## src/rtl/xor_cipher_ctrl_if.sv

```systemverilog
// xor_cipher_ctrl_if: control, handshake and key/message bundle around the XOR-cipher sequencer
interface xor_cipher_ctrl_if #(parameter int DATA_SIZE = 32);
   localparam int CNT_W = $clog2(DATA_SIZE) + 1;
   logic                 iStart;
   logic                 iAbort;
   logic                 iBit_valid;
   logic [DATA_SIZE-1:0] iKey;
   logic [DATA_SIZE-1:0] iMsg;
   logic                 iSer_ready;
   logic                 oDeser_rst_n;
   logic                 oLoading;
   logic                 oKey_en;
   logic                 oMsg_en;
   logic                 oSer_bit;
   logic                 oSer_valid;
   logic                 oBusy;
   logic                 oDone;
   logic [2:0]           oState;
   logic [CNT_W-1:0]     oBit_counter;
   modport slave (
      input  iStart, iAbort, iBit_valid, iKey, iMsg, iSer_ready,
      output oDeser_rst_n, oLoading, oKey_en, oMsg_en, oSer_bit, oSer_valid,
             oBusy, oDone, oState, oBit_counter
   );
   modport master (
      output iStart, iAbort, iBit_valid, iKey, iMsg, iSer_ready,
      input  oDeser_rst_n, oLoading, oKey_en, oMsg_en, oSer_bit, oSer_valid,
             oBusy, oDone, oState, oBit_counter
   );
endinterface

```

## src/rtl/xor_cipher_ctrl.sv

```systemverilog
// xor_cipher_ctrl: sequences clear/key-load/message-load, captures key^msg and streams it out MSB first
module xor_cipher_ctrl #(
   parameter int DATA_SIZE = 32
) (
   input logic           iClk,
   input logic           iRst,
   xor_cipher_ctrl_if.slave bus
);
   localparam int CNT_W = $clog2(DATA_SIZE) + 1;
   localparam logic [CNT_W-1:0] LAST = CNT_W'(DATA_SIZE - 1);
   typedef enum logic [2:0] {
      IDLE = 3'd0, CLR = 3'd1, LOAD_KEY = 3'd2, LOAD_MSG = 3'd3,
      ENCRYPT = 3'd4, SHIFT_OUT = 3'd5, DONE = 3'd6
   } state_t;
   state_t               r_state, w_next;
   logic [CNT_W-1:0]     r_cnt, w_cnt;
   logic [DATA_SIZE-1:0] r_result, w_result;
   logic                 w_last, w_xfer, w_abort;
   always_comb begin
      w_last  = r_cnt == LAST;
      w_xfer  = (r_state == SHIFT_OUT) && bus.iSer_ready;
      w_abort = bus.iAbort && (r_state != IDLE) && (r_state != DONE);
   end
   always_ff @(posedge iClk) begin
      if (iRst) begin
         r_state  <= IDLE;
         r_cnt    <= '0;
         r_result <= '0;
      end else begin
         r_state  <= w_next;
         r_cnt    <= w_cnt;
         r_result <= w_result;
      end
   end
   // abort is applied last so it beats a phase-final bit in the same cycle
   always_comb begin
      w_next   = r_state;
      w_cnt    = r_cnt;
      w_result = r_result;
      case (r_state)
         IDLE:     w_next = bus.iStart ? CLR : IDLE;
         CLR: begin
            w_next = LOAD_KEY;
            w_cnt  = '0;
         end
         LOAD_KEY, LOAD_MSG:
            if (bus.iBit_valid) begin
               w_cnt = w_last ? '0 : r_cnt + 1'b1;
               if (w_last) w_next = (r_state == LOAD_KEY) ? LOAD_MSG : ENCRYPT;
            end
         ENCRYPT: begin
            w_result = bus.iKey ^ bus.iMsg;
            w_cnt    = '0;
            w_next   = SHIFT_OUT;
         end
         SHIFT_OUT:
            if (w_xfer) begin
               w_result = {r_result[DATA_SIZE-2:0], 1'b0};
               w_cnt    = r_cnt + 1'b1;
               if (w_last) w_next = DONE;
            end
         default:  w_next = IDLE;
      endcase
      if (w_abort) begin
         w_next = IDLE;
         w_cnt  = '0;
      end
   end
   always_comb begin
      bus.oDeser_rst_n = r_state != CLR;
      bus.oLoading     = (r_state == LOAD_KEY) || (r_state == LOAD_MSG);
      bus.oKey_en      = (r_state == LOAD_KEY) && bus.iBit_valid;
      bus.oMsg_en      = (r_state == LOAD_MSG) && bus.iBit_valid;
      bus.oSer_valid   = r_state == SHIFT_OUT;
      bus.oSer_bit     = (r_state == SHIFT_OUT) && r_result[DATA_SIZE-1];
      bus.oBusy        = r_state != IDLE;
      bus.oDone        = r_state == DONE;
      bus.oState       = r_state;
      bus.oBit_counter = r_cnt;
   end
endmodule

```

## src/flat_wrapper.sv

```systemverilog
// flat-port wrapper written by rule: the top's interface ports become plain ports
module xor_cipher_ctrl_flat 
#(
   parameter int DATA_SIZE = 32
)
  (iClk, iRst, bus_iStart, bus_iAbort, bus_iBit_valid, bus_iKey, bus_iMsg, bus_iSer_ready, bus_oDeser_rst_n, bus_oLoading, bus_oKey_en, bus_oMsg_en, bus_oSer_bit, bus_oSer_valid, bus_oBusy, bus_oDone, bus_oState, bus_oBit_counter);
  xor_cipher_ctrl_if #(.DATA_SIZE(DATA_SIZE)) bus_i ();
  input logic iClk;
  input logic iRst;
  input wire logic [$bits(bus_i.iStart)-1:0] bus_iStart;
  input wire logic [$bits(bus_i.iAbort)-1:0] bus_iAbort;
  input wire logic [$bits(bus_i.iBit_valid)-1:0] bus_iBit_valid;
  input wire logic [$bits(bus_i.iKey)-1:0] bus_iKey;
  input wire logic [$bits(bus_i.iMsg)-1:0] bus_iMsg;
  input wire logic [$bits(bus_i.iSer_ready)-1:0] bus_iSer_ready;
  output wire logic [$bits(bus_i.oDeser_rst_n)-1:0] bus_oDeser_rst_n;
  output wire logic [$bits(bus_i.oLoading)-1:0] bus_oLoading;
  output wire logic [$bits(bus_i.oKey_en)-1:0] bus_oKey_en;
  output wire logic [$bits(bus_i.oMsg_en)-1:0] bus_oMsg_en;
  output wire logic [$bits(bus_i.oSer_bit)-1:0] bus_oSer_bit;
  output wire logic [$bits(bus_i.oSer_valid)-1:0] bus_oSer_valid;
  output wire logic [$bits(bus_i.oBusy)-1:0] bus_oBusy;
  output wire logic [$bits(bus_i.oDone)-1:0] bus_oDone;
  output wire logic [$bits(bus_i.oState)-1:0] bus_oState;
  output wire logic [$bits(bus_i.oBit_counter)-1:0] bus_oBit_counter;
  assign bus_i.iStart = bus_iStart;
  assign bus_i.iAbort = bus_iAbort;
  assign bus_i.iBit_valid = bus_iBit_valid;
  assign bus_i.iKey = bus_iKey;
  assign bus_i.iMsg = bus_iMsg;
  assign bus_i.iSer_ready = bus_iSer_ready;
  assign bus_oDeser_rst_n = bus_i.oDeser_rst_n;
  assign bus_oLoading = bus_i.oLoading;
  assign bus_oKey_en = bus_i.oKey_en;
  assign bus_oMsg_en = bus_i.oMsg_en;
  assign bus_oSer_bit = bus_i.oSer_bit;
  assign bus_oSer_valid = bus_i.oSer_valid;
  assign bus_oBusy = bus_i.oBusy;
  assign bus_oDone = bus_i.oDone;
  assign bus_oState = bus_i.oState;
  assign bus_oBit_counter = bus_i.oBit_counter;
  xor_cipher_ctrl #(.DATA_SIZE(DATA_SIZE)) u_core (.iClk(iClk), .iRst(iRst), .bus(bus_i));
endmodule
```

## config.mk

```make
export PLATFORM = sky130hd
export DESIGN_NAME = xor_cipher_ctrl_flat
export DESIGN_NICKNAME = d
export VERILOG_FILES = /design/src/rtl/xor_cipher_ctrl_if.sv /design/src/rtl/xor_cipher_ctrl.sv /design/src/flat_wrapper.sv
export SDC_FILE = /design/constraint.sdc
export NUM_CORES = 1
export LEC_CHECK = 0
export BUFFER_PORTS_ARGS = -buffer_cell sky130_fd_sc_hd__buf_2
export CORE_ASPECT_RATIO = 1.25
export CORE_MARGIN = 2
export CORE_UTILIZATION = 35
export CTS_BUF_LIST = sky130_fd_sc_hd__clkbuf_4 sky130_fd_sc_hd__clkbuf_8
export CTS_CLUSTER_SIZE = 30
export DETAILED_ROUTE_END_ITERATION = 8
export SYNTH_ARGS = -nofsm -noshare
export SYNTH_HDL_FRONTEND = slang
export SYNTH_SLANG_ARGS = --single-unit
```

## constraint.sdc

```tcl
create_clock -name iClk -period 1.33 [get_ports iClk]
set_clock_uncertainty 0.05 [all_clocks]
set_input_delay 0.0665 -clock iClk [delete_from_list [all_inputs] [get_ports iClk]]
set_output_delay 0.0665 -clock iClk [all_outputs]
set_load 0.01 [all_outputs]
```

* Word level (Yosys, flattened, before mapping)
Cells that the tools add are included.
** Word-level totals
- Register bits :: 41
- Input port bits :: 70
- Output and inout bits :: 17
** Operators by class
- $add $sub $neg :: 1
- Equality and inequality tests :: 13
- Mux-type cells :: 13
- Bitwise operators :: 1
- Reduce and logical (&&, ||, !) cells :: 17
** Operator list (count)
- $pmux 32 s2 :: 1
- $mux 32 :: 1
- $xor 32x32->32 :: 1
- $mux 6 :: 3
- $pmux 6 s3 :: 1
- $mux 3 :: 5
- $pmux 3 s5 :: 1
- $eq 3x3->1 const B :: 3
- $add 6x1->6 const B :: 1
- $eq 3x2->1 const B :: 2
- $eq 6x5->1 const B :: 1
- $logic_and 1x1->1 :: 6
- $ne 2x1->1 const B :: 3
- $reduce_bool 3->1 :: 2
- $reduce_or 2->1 :: 3
- $reduce_and 4->1 :: 1
- $eq 3x1->1 const B :: 1
- $logic_not 3->1 :: 1
- $ne 3x1->1 const B :: 1
- $ne 3x3->1 const B :: 1
- $reduce_and 3->1 :: 1
- $ne 2x2->1 const B :: 1
- $reduce_and 2->1 :: 1
- $reduce_bool 2->1 :: 1
- 2 further kinds :: 2

* Longest topological paths before layout
- Word-level depth :: 5
- Mapped depth :: 7

* Worst setup path after synthesis
Ideal clock, no wire load.
- Path type :: register -> register
- Start point :: register u_core.r_cnt[0], in the netlist u_core.bus.oBit_counter[0]
- End point :: register u_core.r_state[1], in the netlist u_core.bus.oState[1]
- Setup time :: 0.058 ns
- Arrival time :: 1.380 ns
- Data required time :: 1.222 ns
- Slack :: -0.158 ns
- Cell stages (with the launch flop) :: 6
- Buffers on the path :: 0
- Clock period less this slack :: 1.488 ns
- Path through :: dfxtp_1 ha_1 nor3b_2 a31o_2 a221oi_1 o21a_1
** Between the ends
- Word-level cells in the longest chain between the ends :: 3
- Elaborated cells between the ends (all ways) :: 4
** RTL lines
- from (decl) :: line xor_cipher_ctrl.sv:16 : logic [CNT_W-1:0] r_cnt, w_cnt;
- from (signal assigned) :: line xor_cipher_ctrl.sv:31 : r_cnt <= w_cnt;
- $eq 6x5->1 * :: line xor_cipher_ctrl.sv:20 : w_last = r_cnt == LAST;
- $ne 2x1->1 (no source line)
- $reduce_and 4->1 (no source line) *
- to (signal assigned) :: line xor_cipher_ctrl.sv:30 : r_state <= w_next;
- to (decl) :: line xor_cipher_ctrl.sv:15 : state_t r_state, w_next;
Mark *: on every way between the ends. The rest lies on a longest branch, timed or not.
A chain may end at the register's enable or synchronous reset.

* Worst setup path in the final report
- Start point :: register u_core.r_state[0], in the netlist u_core.bus.oState[0]
- End point :: register u_core.r_cnt[4], in the netlist u_core.bus.oBit_counter[4]
** Between the ends
- Word-level cells in the longest chain between the ends :: 4
- Elaborated cells between the ends (all ways) :: 18
** RTL lines
- $eq 3x2->1, or another cell as far along :: line xor_cipher_ctrl.sv:40 : case (r_state)
- $reduce_or 2->1, or another cell as far along :: line xor_cipher_ctrl.sv:40
- $ne 2x2->1 (no source line), or another cell as far along
- $reduce_and 3->1 (no source line) / $reduce_or 2->1 (equally long branches)
Parallel ways exist; a longest one is shown, timed or not.

==> impl.org <==
** Finish
- Number of antenna repair diodes :: 0
- Compared with the post-synthesis result, the final layout area differs by 56.8%.
- For this run, the post-layout net count is 469.
- Of the cells placed in the final design, the portion with a size suffix greater than 1 is 0.479.
- After filler insertion, the fill cell instance count of the layout stands at 572.
- After routing the design area is 3550 um2.

** Min path
- HP Start :: bus_iKey[11]
- Min-delay worst type :: in2reg

** Global routing
- Pin count of the biggest net entering global routing :: 33
- Across every metal layer, demand over resource in global routing totals 0.166.
- The first global-routing pass estimated 9760 um of wire.
- The via count of the first global-routing pass came to 2158.
- For this run the aggregate overflow at the end of global routing stands at 0.
- The number of antenna violations at the first check in global routing was 0.

** Synthesis
- During synthesis, Yosys emitted a total of 0 warnings.
- Proportion of synthesized flip-flops having asynchronous set or reset :: 0
- In this run, synthesis produced a sequential element count of 41.
- Sequential fraction of the synthesis area :: 0.363
- Synthesized cell area :: 2260 um2
- Yosys attributes the largest share of cell area to dfxtp_1 36%, xnor2_1 12%, nand2_1 11%.
- In the synthesized netlist the dominant register cell turns out to be dfxtp_1.
- Yosys top cell by area :: dfxtp_1
- Number of different library cells in the post-synthesis netlist :: 36
- The synthesized design contains 0 enable-type register cells.
- Syn Nets :: 356
- Gate Count Post-Synth :: 285
- The share of synthesized area in the top cell type comes to 0.363.
- Dividing the synthesized area by the synthesized cell count gives approximately 7.9 um2.

** Die
- Pin placement for this block handled 87 I/O pins.
- Effective utilization at floorplan :: 0.365
- Measured along the y axis, the die boundary spans 93.9 um.
- The floorplan step defined a die boundary enclosing 7130 um2.
- Core Rows :: 32
- Die X :: 75.9 um
- Core footprint :: 6210 um2

** Timing
- In this run the tightest slew margin relative to its limit is 0.743.
- Final critical-path share of the clock period :: 1.09
- Final setup margin :: -114 ps
- The final hold violation count is 0.
- At the pin with the least slew margin, the transition time is 386 ps.
- The smallest clock period supported by the final layout is computed as 1440 ps.
- Unrepaired setup endpoints after global routing :: yes
- Final setup violation count :: 47
- Post-route worst hold slack :: between 100 and 150 ps
- Max Transition Viols Final :: 0
- For this run, the top clock speed supported by timing is about 700 MHz.

** Critical path
- STA classifies the critical path endpoint as a flop.
- Worst EP required :: 1450 ps
- CP Class :: reg2reg
- The startpoint identified for the worst register-to-register timing path is u_core.bus.oState[0].
- STA classifies the critical path startpoint as a flop.
- For flop-to-flop paths, the worst setup slack is -110 ps.
- Arrival time reported for the critical path endpoint :: 1570 ps
- Launch point of the worst path :: u_core.bus.oState[0]
- In this run the worst path has a maximum fanout of 6.

** Clock tree
- TritonCTS built the clock tree.
- After clock tree synthesis, the clock-pin slew on the worst setup and hold paths is 80 ps.
- The H-tree was split into 2 levels.
- For this design, the sink count on the clock tree is 41.
- Clock Root Buffer :: clkbuf_8
- Counting along the longest clock path gives a buffer depth of 2.
- Counting the buffers created by CTS gives 5.
- The later pin in the worst-skew pair is clocked with a latency of 290 ps.

** Status
- Status :: finished with violations
- Violations in the final reports :: negative setup slack

** Detailed routing
- Residual DRC :: 0
- Via-per-instance ratio :: roughly 4.9
- In the final routed layout, each cell accounts on average for 12.7 um.
- The routed design has between 6000 and 7000 um of wire.
- Antenna Violating Nets Remaining :: 0
- The detailed router placed 2348 vias in this run.
- For this run, the detailed router's first-pass iteration total came to 4.
- The first routing iteration left 94 violations.

** Power
- Peak supply drop :: 0.479 mV
- The analysis attributes to cell leakage a power of 1.46 nW.
- In this run the power density over the cells is just under 800 nW/um2.

** Placed design
- Count of input and output buffers :: 86
- Detailed placement finished with a half-perimeter wire length of 3950 um.
- At the end of routability-driven placement, the weighted congestion stood at between 0.8 and 0.9.
- Placed cell area :: 2980 um2
- Pre-CTS setup slack :: -123 ps

** Job
- Max-cap violations in this run came to 0.
[final cells by class]
class	instances	area, um2	share of cell area
sequential	41	838	0.236
timing repair buffer	126	946	0.267
clock inverter	2	10.0	0.00282
tap	85	106	0.0300
clock buffer	6	76.3	0.0215
inverter	3	18.8	0.00529
multi-input combinational	221	1550	0.437
[cell usage after synthesis, types with 3 or more instances]
master,number
clkbuf_1,5
and3_1,5
nand3_1,3
buf_2,14
nor2_1,12
nand2_1,68
dfxtp_1,41
xor2_1,5
o211ai_1,31
nand2b_1,3
inv_1,3
a21oi_1,34
xnor2_1,32
[routing by layer]
layer  GRT usage  vias up  part of all wire
met5           0        -                 0
met4      0.0545        0             0.018
li1            -     1208                 -
met1       0.209     1058              0.44
met2       0.287       73              0.50
met3      0.0308        9             0.048
[per-stage QoR]
step	power, W	util	TNS, ps	std cells
CTS	0.00274	0.539	-2280	478
floorplan	0.00161	-	-318	285
finish	0.00275	0.572	-2570	484
global placement	0.00185	0.480	-1670	460
global route	0.00290	0.572	-6200	484
detailed placement	0.00186	0.480	-2420	460
[placed cells by master (no fill, tap or decap), drive strengths merged, types with 2 or more instances in the layout]
master and count:
buf 124, nand2 68, dfxtp 41, a21oi 34
xnor2 32, o211ai 31, nor2 12, clkbuf 8
xor2 5, and3 5, nand3 5, o21ai 5
nand2b 3, nor2b 3, clkinv 3, nand4 2
mux2i 2, inv 2, or3 2
[flip-flops by register name, indices dropped and copies added (netlist names)]
signal and cells:
u_core.bus.oState 3, u_core.bus.oBit_counter 6, u_core.r_result 32
[worst paths after layout]
| check | to | depth (start not counted) |
|---|---|---|
| hold reg to reg | u_core.r_result[20] | 2 |
| setup reg to reg | u_core.bus.oBit_counter[4] | 5 |
| setup / recovery | u_core.bus.oBit_counter[4] | 5 |
| hold / removal | u_core.r_result[11] | 5 |
[what timing repair did]
item,4_1_cts,5_1_grt
gates cloned,2,3
hold buffers,0,0
endpoints found under the setup margin,45,48
resized for setup,43,31
pin swaps,27,12
setup buffers,8,3
[where the power goes]
| part | switching (W) | leakage (nW) | internal, W | total [W] |
|---|---|---|---|---|
| registers | 0.0000274 | 0.335 | 0.00125 | 0.00127 |
| logic | 0.000308 | 1.08 | 0.000358 | 0.000666 |
| clock network | 0.000428 | 0.0484 | 0.000384 | 0.000813 |
[cells by family (layout without fill, tap and decap cells)]
logic type      Yosys count  count (layout)  share of synthesized area
mux                       2               2                    0.00885
xor+xnor                 37              37                      0.143
simple gates            103             103                      0.206
flops                    41              41                      0.363
compound gates           78              78                      0.226
fa+ha+maj                 1               1                    0.00553
buf+inv                  23             137                     0.0476
[critical path, stage by stage, from the launching register on]
cell and delay (ps):
dfxtp_4 370, or3_4 390, a21boi_4 170, nand3_2 90, mux2i_1 210, nor4_2 50
(Power assumes the default switching activity.)
